--- src/rtl/output_dev_mc.sv ---
// output_dev_mc: NCH memory-mapped 32-bit output channels, a control register and an
// 8-digit multiplexed hex scanner. Optional macro OPD_BLINK_EN makes ctrl[6] blink the display per frame.
module output_dev_mc #(
    parameter int          NCH      = 4,
    parameter int          ADDR_W   = 3,
    parameter int          SCAN_DIV = 16,
    parameter logic [31:0] RST_VAL  = 32'h0000_0000
) (
    input  logic              clk,
    input  logic              rst,
    input  logic              en,
    input  logic [ADDR_W-1:0] addr,
    input  logic [3:0]        be,
    input  logic [31:0]       din,
    output logic [31:0]       dout,
    output logic [32*NCH-1:0] ch_out,
    output logic [7:0]        seg_an,
    output logic [3:0]        seg_hex
);
    localparam int                DIV_W    = $clog2(SCAN_DIV);
    localparam logic [DIV_W-1:0]  DIV_LAST = DIV_W'(SCAN_DIV - 1);
    localparam logic [ADDR_W-1:0] CTRL_IDX = ADDR_W'(NCH);

    logic [31:0]      ch_r     [NCH];
    logic [31:0]      ch_nxt_s [NCH];
    logic [7:0]       ctrl_r;
    logic [7:0]       ctrl_nxt_s;
    logic [31:0]      dout_r;
    logic [31:0]      rd_s;
    logic [31:0]      sel_s;
    logic [DIV_W-1:0] div_r;
    logic [DIV_W-1:0] div_nxt_s;
    logic [2:0]       digit_r;
    logic [2:0]       digit_nxt_s;
    logic [7:0]       seg_an_r;
    logic [7:0]       seg_an_nxt_s;
    logic [3:0]       seg_hex_r;
    logic [3:0]       seg_hex_nxt_s;
    logic             blank_s;

    function automatic logic [31:0] merge_lanes(input logic [31:0] old_v,
                                                input logic [31:0] new_v,
                                                input logic [3:0]  lanes);
        logic [31:0] res;
        for (int b = 0; b < 4; b++) begin
            res[8*b +: 8] = lanes[b] ? new_v[8*b +: 8] : old_v[8*b +: 8];
        end
        return res;
    endfunction

    // Next-state of the register file; reads and the scanner see these values (write-first)
    always_comb begin
        for (int i = 0; i < NCH; i++) begin
            if (en && (addr == ADDR_W'(i))) begin
                ch_nxt_s[i] = merge_lanes(ch_r[i], din, be);
            end else begin
                ch_nxt_s[i] = ch_r[i];
            end
        end
        if (en && (addr == CTRL_IDX) && be[0]) begin
            ctrl_nxt_s = din[7:0];
        end else begin
            ctrl_nxt_s = ctrl_r;
        end
    end

    // Read-data mux and displayed-channel mux; out-of-range indices yield zero
    always_comb begin
        rd_s  = (addr == CTRL_IDX) ? {24'h00_0000, ctrl_nxt_s} : 32'h0000_0000;
        sel_s = 32'h0000_0000;
        for (int i = 0; i < NCH; i++) begin
            rd_s  = rd_s  | ((addr == ADDR_W'(i)) ? ch_nxt_s[i] : 32'h0000_0000);
            sel_s = sel_s | ((ctrl_nxt_s[ADDR_W-1:0] == ADDR_W'(i)) ? ch_nxt_s[i] : 32'h0000_0000);
        end
    end

    // Scan divider and digit index advance
    always_comb begin
        if (div_r == DIV_LAST) begin
            div_nxt_s   = '0;
            digit_nxt_s = digit_r + 3'd1;
        end else begin
            div_nxt_s   = div_r + DIV_W'(1);
            digit_nxt_s = digit_r;
        end
    end

`ifdef OPD_BLINK_EN
    logic frame_r;
    logic frame_nxt_s;

    // Frame bit flips each time the digit index wraps 7 -> 0
    always_comb begin
        if ((div_r == DIV_LAST) && (digit_r == 3'd7)) begin
            frame_nxt_s = ~frame_r;
        end else begin
            frame_nxt_s = frame_r;
        end
    end

    // Frame bit register
    always_ff @(posedge clk or posedge rst) begin
        if (rst) begin
            frame_r <= 1'b0;
        end else begin
            frame_r <= frame_nxt_s;
        end
    end

    assign blank_s = ctrl_nxt_s[7] | (ctrl_nxt_s[6] & frame_nxt_s);
`else
    assign blank_s = ctrl_nxt_s[7];
`endif

    // Display outputs for the digit that will be active after this edge
    always_comb begin
        seg_an_nxt_s  = blank_s ? 8'hFF : ~(8'h01 << digit_nxt_s);
        seg_hex_nxt_s = sel_s[{digit_nxt_s, 2'b00} +: 4];
    end

    // Channel, control, read-data and scanner registers
    always_ff @(posedge clk or posedge rst) begin
        if (rst) begin
            for (int i = 0; i < NCH; i++) begin
                ch_r[i] <= RST_VAL;
            end
            ctrl_r    <= 8'h00;
            dout_r    <= 32'h0000_0000;
            div_r     <= '0;
            digit_r   <= 3'd0;
            seg_an_r  <= 8'hFE;
            seg_hex_r <= RST_VAL[3:0];
        end else begin
            for (int i = 0; i < NCH; i++) begin
                ch_r[i] <= ch_nxt_s[i];
            end
            ctrl_r    <= ctrl_nxt_s;
            dout_r    <= rd_s;
            div_r     <= div_nxt_s;
            digit_r   <= digit_nxt_s;
            seg_an_r  <= seg_an_nxt_s;
            seg_hex_r <= seg_hex_nxt_s;
        end
    end

    for (genvar g = 0; g < NCH; g++) begin : g_ch_out
        assign ch_out[32*g +: 32] = ch_r[g];
    end

    assign dout    = dout_r;
    assign seg_an  = seg_an_r;
    assign seg_hex = seg_hex_r;

endmodule
--- config.mk ---
export PLATFORM = sky130hd
export DESIGN_NAME = output_dev_mc
export DESIGN_NICKNAME = d
export VERILOG_FILES = /design/src/rtl/output_dev_mc.sv
export SDC_FILE = /design/constraint.sdc
export NUM_CORES = 1
export LEC_CHECK = 0
export ABC_AREA = 1
export BUFFER_PORTS_ARGS = -buffer_cell sky130_fd_sc_hd__buf_2
export CAP_MARGIN = 10
export CORE_ASPECT_RATIO = 1.75
export CORE_MARGIN = 3
export CORE_UTILIZATION = 45
export DETAILED_ROUTE_END_ITERATION = 7
export MAX_ROUTING_LAYER = met4
export PLACE_DENSITY = 0.72
export SYNTH_ARGS = -nofsm -noshare
export SYNTH_HDL_FRONTEND = slang
export SYNTH_SLANG_ARGS = --single-unit
--- constraint.sdc ---
create_clock -name clk -period 6.5 [get_ports clk]
set_input_delay 0.65 -clock clk [delete_from_list [all_inputs] [get_ports clk]]
set_output_delay 0.65 -clock clk [all_outputs]
set_load 0.05 [all_outputs]
# Yosys cells after proc, flatten, opt, wreduce, memory -nomap -nowiden
# Cells that the tools add are included.
# word_totals
register_bits	187
wordCells	71
input_bits	42
out_inout_bits	172
# op_classes
reduce_logical	8
shifts	2
eq_ne	8
n_bitwise	8
add_sub_neg	2
muxes	33
# ops
operator	n
$mux 32	12
$or 32x32->32	6
$mux 8	19
$or 8x32->32	1
$shiftx 32x6->4	1
$eq 3x2->1 const B	4
$not 8->8	1
$shl 1x3->8 const A	1
$eq 3x1->1 const B	2
$logic_and 1x1->1	6
$logic_not 3->1	2
$add 4x1->4 const B	1
$eq 4x4->1 const B	1
$mux 4	1
$add 3x1->3 const B	1
$eq 3x3->1 const B	1
$mux 3	1

# Depth between registers and ports, before layout
# depth
ltp_word	10
ltp_mapped	15
mapped_depth_nobuf	14

# Worst setup path before layout
# Ideal clock, no wire load.
# synth_path
path_type	input to register
from	in be[0]
to	reg seg_hex_r[2], in the netlist seg_hex[2]
setup_ps	71
arrival_ps	1992
required_time_ps	6429
n_path_buf	2
path_slack_ps	4437
cell_stages	15
cell_sequence	nand2_2 -> clkinv_2 -> nand3_2 -> buf_6 -> nand2_1 -> nand2_4 -> nand3_4 -> buf_6 -> nor2_1 -> nor2_1 -> nand2_1 -> nand2_1 -> nand2_1 -> nor2_1 -> nor2_1
# synth_via
elab_chain_cells	8
word_cells_on_any_way	22
cone_classes	3 x eq/ne; 1 x shift; 13 x mux; 3 x bitwise; 2 x reduce/logical
# synth_rtl
item	line	rtl
start: declaration	13	input logic [3:0] be,
$logic_and 1x1->1	60	if (en && (addr == CTRL_IDX) && be[0]) begin
$mux 8	60	
$eq 3x1->1 / $logic_not 3->1 (equally long branches)	73	sel_s = sel_s | ((ctrl_nxt_s[ADDR_W-1:0] == ADDR_W'(i)) ? ch_nxt_s[i] : 32'h0000_0000);
$mux 32	73	
$or 32x32->32 (2 in a row)	73	
$or 32x32->32 *	73	
$shiftx 32x6->4 *	118	seg_hex_nxt_s = sel_s[{digit_nxt_s, 2'b00} +: 4];
via seg_hex_nxt_s[2]	38	logic [3:0] seg_hex_nxt_s;
end signal: assignment	132	seg_hex_r <= RST_VAL[3:0];
end signal: assignment	142	seg_hex_r <= seg_hex_nxt_s;
end: declaration	37	logic [3:0] seg_hex_r;
# Mark *: on every way through the listed nets, which the timed path passes. The rest lies on a longest branch.

==> results.md <==
* RR Endpoint: seg_hex[2]
* First drt pass iteration count at 8
* Num CTS Buffers at 17
* Gpl congestion at around 1.0
* Core Box Area at between 20,000 and 25,000 um^2
* CTS Sinks at roughly 190
* Non-Filler Instances at between 1,500 and 2,000
* Clock Latency Late Sink at between 0.4 and 0.5 ns
* Chip Height at roughly 200 um
* Register area share after synthesis at 49.1%
* Routed WL at between 30,000 and 40,000 um
* Area Growth Syn to Fin at 17.5%
* RSZ-0062 raised after global routing: no
* Final hold vios at 0
* Top cell type's share of synthesized area at between 40% and 50%
* Hold_buf cts at 0
* CTS clk-pin slew, worst paths at about 0.070 ns
* Worst EP required at between 6 and 7 ns
* Slew margin rel. at approximately 28%
* Largest cells by area after synthesis: dfrtp_1 47%, nand2_1 11%, inv_1 8.4%
* Hold_ws at roughly 0.3 ns
* Synth warnings at 0
* Most instantiated cells after synthesis: 286 x nand2_1, 215 x inv_1, 193 x nor2_1
* Worst Skew at between 0.01 and 0.015 ns
* Setup violators final at 0
* Largest net degree at the start of global routing at 70
* Share of the clock period used by the worst path after layout at between 50% and 60%
* Cell Area, Synth at 9550 um^2
* Vias/cell at between 5 and 6
* Startpoint Class: input pin
* Most common cell in the synthesized netlist: nand2_1
* Ports at ~210
* Row count at slightly below 70
* Die Wd at 116 um
* Number of setup buffers added after CTS at 0
* Critical path class: in2reg
* Worst hold path type: in2async
* Number of global-route vias before repair at a little over 9,000
* Routed via count at between 9,000 and 10,000
* Initial antenna violation count at 0
* Leakage at a little over 6 nW
* Endpoint type of the worst setup path: register
* Clock buffer depth at 2
* CTS Root Cell: clkbuf_16
* Setup tns final at 0 ns
* Max cap viols at 0
* Outcome: finished clean
* Main flop type after synthesis: dfrtp_1
* H-tree depth at 4
* Setup slack, reg-to-reg at between 3 and 4 ns
* Critical Path AT at between 3 and 4 ns
* Global route total overflow at 0
* Avg WL per Cell at 18.8 um
* Fin crit period at 3.26 ns
* Initial core utilization at between 40% and 50%
* CTS tree: yes
* Critical Path Start: addr[2]
* Ys async rst share at 100%
* Syn avg cell area at roughly 7.5 um^2
* N_diodes at 0
* P per Cell Area at approximately 370 nW/um^2
* Critical Path Fanout Max at 23
* Share of post-route cells with drive strength above 1 at 20.2%
* Die Area at approximately 23,000 um^2
* Reg2Reg Depth at 9
* Slew Limit Fails at 0
* Post_cts resized at 0
* Placement Cell Area at approximately 11,000 um^2
* Worst-margin pin slew at about 1.1 ns
* Post-Syn Nets at about 1,300
* Nets@finish at approximately 1,500
* Mapped Cells at around 1,300
* F_max at 0.306 GHz
* Gr usage total at a little under 30%
* Synth unique cells at 36
* Reg2reg start: div_r[0]
* Worst VDD drop at between 0.0002 and 0.00025 V
* Post-route ant nets at 0
* First-pass GRT wire length at about 50,000 um
* DRT iter0 DRCs at between 700 and 800
* Dpl cells at about 1,700
* Post-synth top area cell: dfrtp_1
* Synthesized flop and latch total at 187
* Setup crit end: seg_hex[1]
* Port bufs at ~210
* DRC at 0
* Post-DP HPWL at between 20,000 and 25,000 um
* Fin area at between 10,000 and 15,000 um^2
* Post-synth EDFFs at 0
## routing by layer
layer	up-vias	global-route usage [%]	wire length, um
li1	4338	-	-
met1	4322	31.1	11200
met2	513	49.7	16600
met3	164	4.20	2210
met4	0	18.9	2320
met5	-	-	0
## cell type report
cell class,instances,area [um^2]
Fill cell,2019,9320
Multi-Input combinational cell,813,3730
Sequential cell,187,4690
Inverter,227,858
Clock buffer,21,460
Timing Repair Buffer,216,1090
Tap cell,248,310
Clock inverter,10,93.8
## flip-flops by register name, indices dropped and copies added, names as in the netlist
register and cells:
div_r 4, dout 32, digit_r 3, seg_hex 4, seg_an 8, ch_out 128, ctrl_r 8
## placed cells by master (no fill, tap or decap), types with 5 or more instances in the layout
cell	count
nand2_2	8
nor2_1	193
o221ai_1	6
buf_2	213
nand3_1	24
nor2_2	5
a21oi_1	38
dfstp_2	7
inv_2	10
o22ai_1	9
nand4_1	11
or2_2	8
inv_1	214
nand2_1	286
o21ai_0	157
nand3_4	5
o21ai_1	32
o21a_1	6
dfrtp_1	180
clkbuf_16	17
## stage by stage
stage	utilization, %	setup slack, ns	power [mW]
after global placement	51.9	2.91	3.13
after floorplan	-	0.776	2.70
final	54.6	3.24	4.13
after global routing	54.6	2.93	4.31
after CTS	54.6	3.28	4.14
after detailed placement	51.9	2.82	3.14
## cells by family after synthesis
family,share of synthesized area [%]
XOR/XNOR,0.275
AO/OA/AOI/OAI,14.5
buffers and inverters,11.9
flip-flops,49.1
AND/OR/NAND/NOR,24.0
adder cells (fa/ha/maj),0.262
## worst min-delay path by stage
| stage | endpoint | depth (start not counted) |
|---|---|---|
| after detailed placement | ctrl_r[4] | 2 |
| after CTS | ch_out[74] | 2 |
| final | ch_out[74] | 2 |
| after global routing | ch_out[42] | 2 |
| after global placement | ctrl_r[4] | 2 |
| after floorplan | ctrl_r[3] | 2 |
## where the power goes
group | total (mW) | switching (mW) | internal [mW] | leakage, nW
clock | 0.997 | 0.451 | 0.546 | 0.265
sequential | 1.51 | 0.134 | 1.38 | 2.25
combinational | 1.62 | 1.30 | 0.326 | 3.53
total | 4.13 | 1.88 | 2.25 | 6.05
## worst max-delay path, cell delays in order
cell     delay [ns]
buf_2          0.18
inv_2          0.15
nand3_2        0.50
nor2_2         1.03
nand2_1        0.19
nand2_1        0.11
o21ai_0        0.16
inv_1          0.10
nor2_1         0.04
nor2_1         0.10
nand2_1        0.06
nand2_1        0.05
nand3_1        0.10
nor2_1         0.12
nor2_1         0.05
No activity file was read; power rests on OpenSTA's default activity.
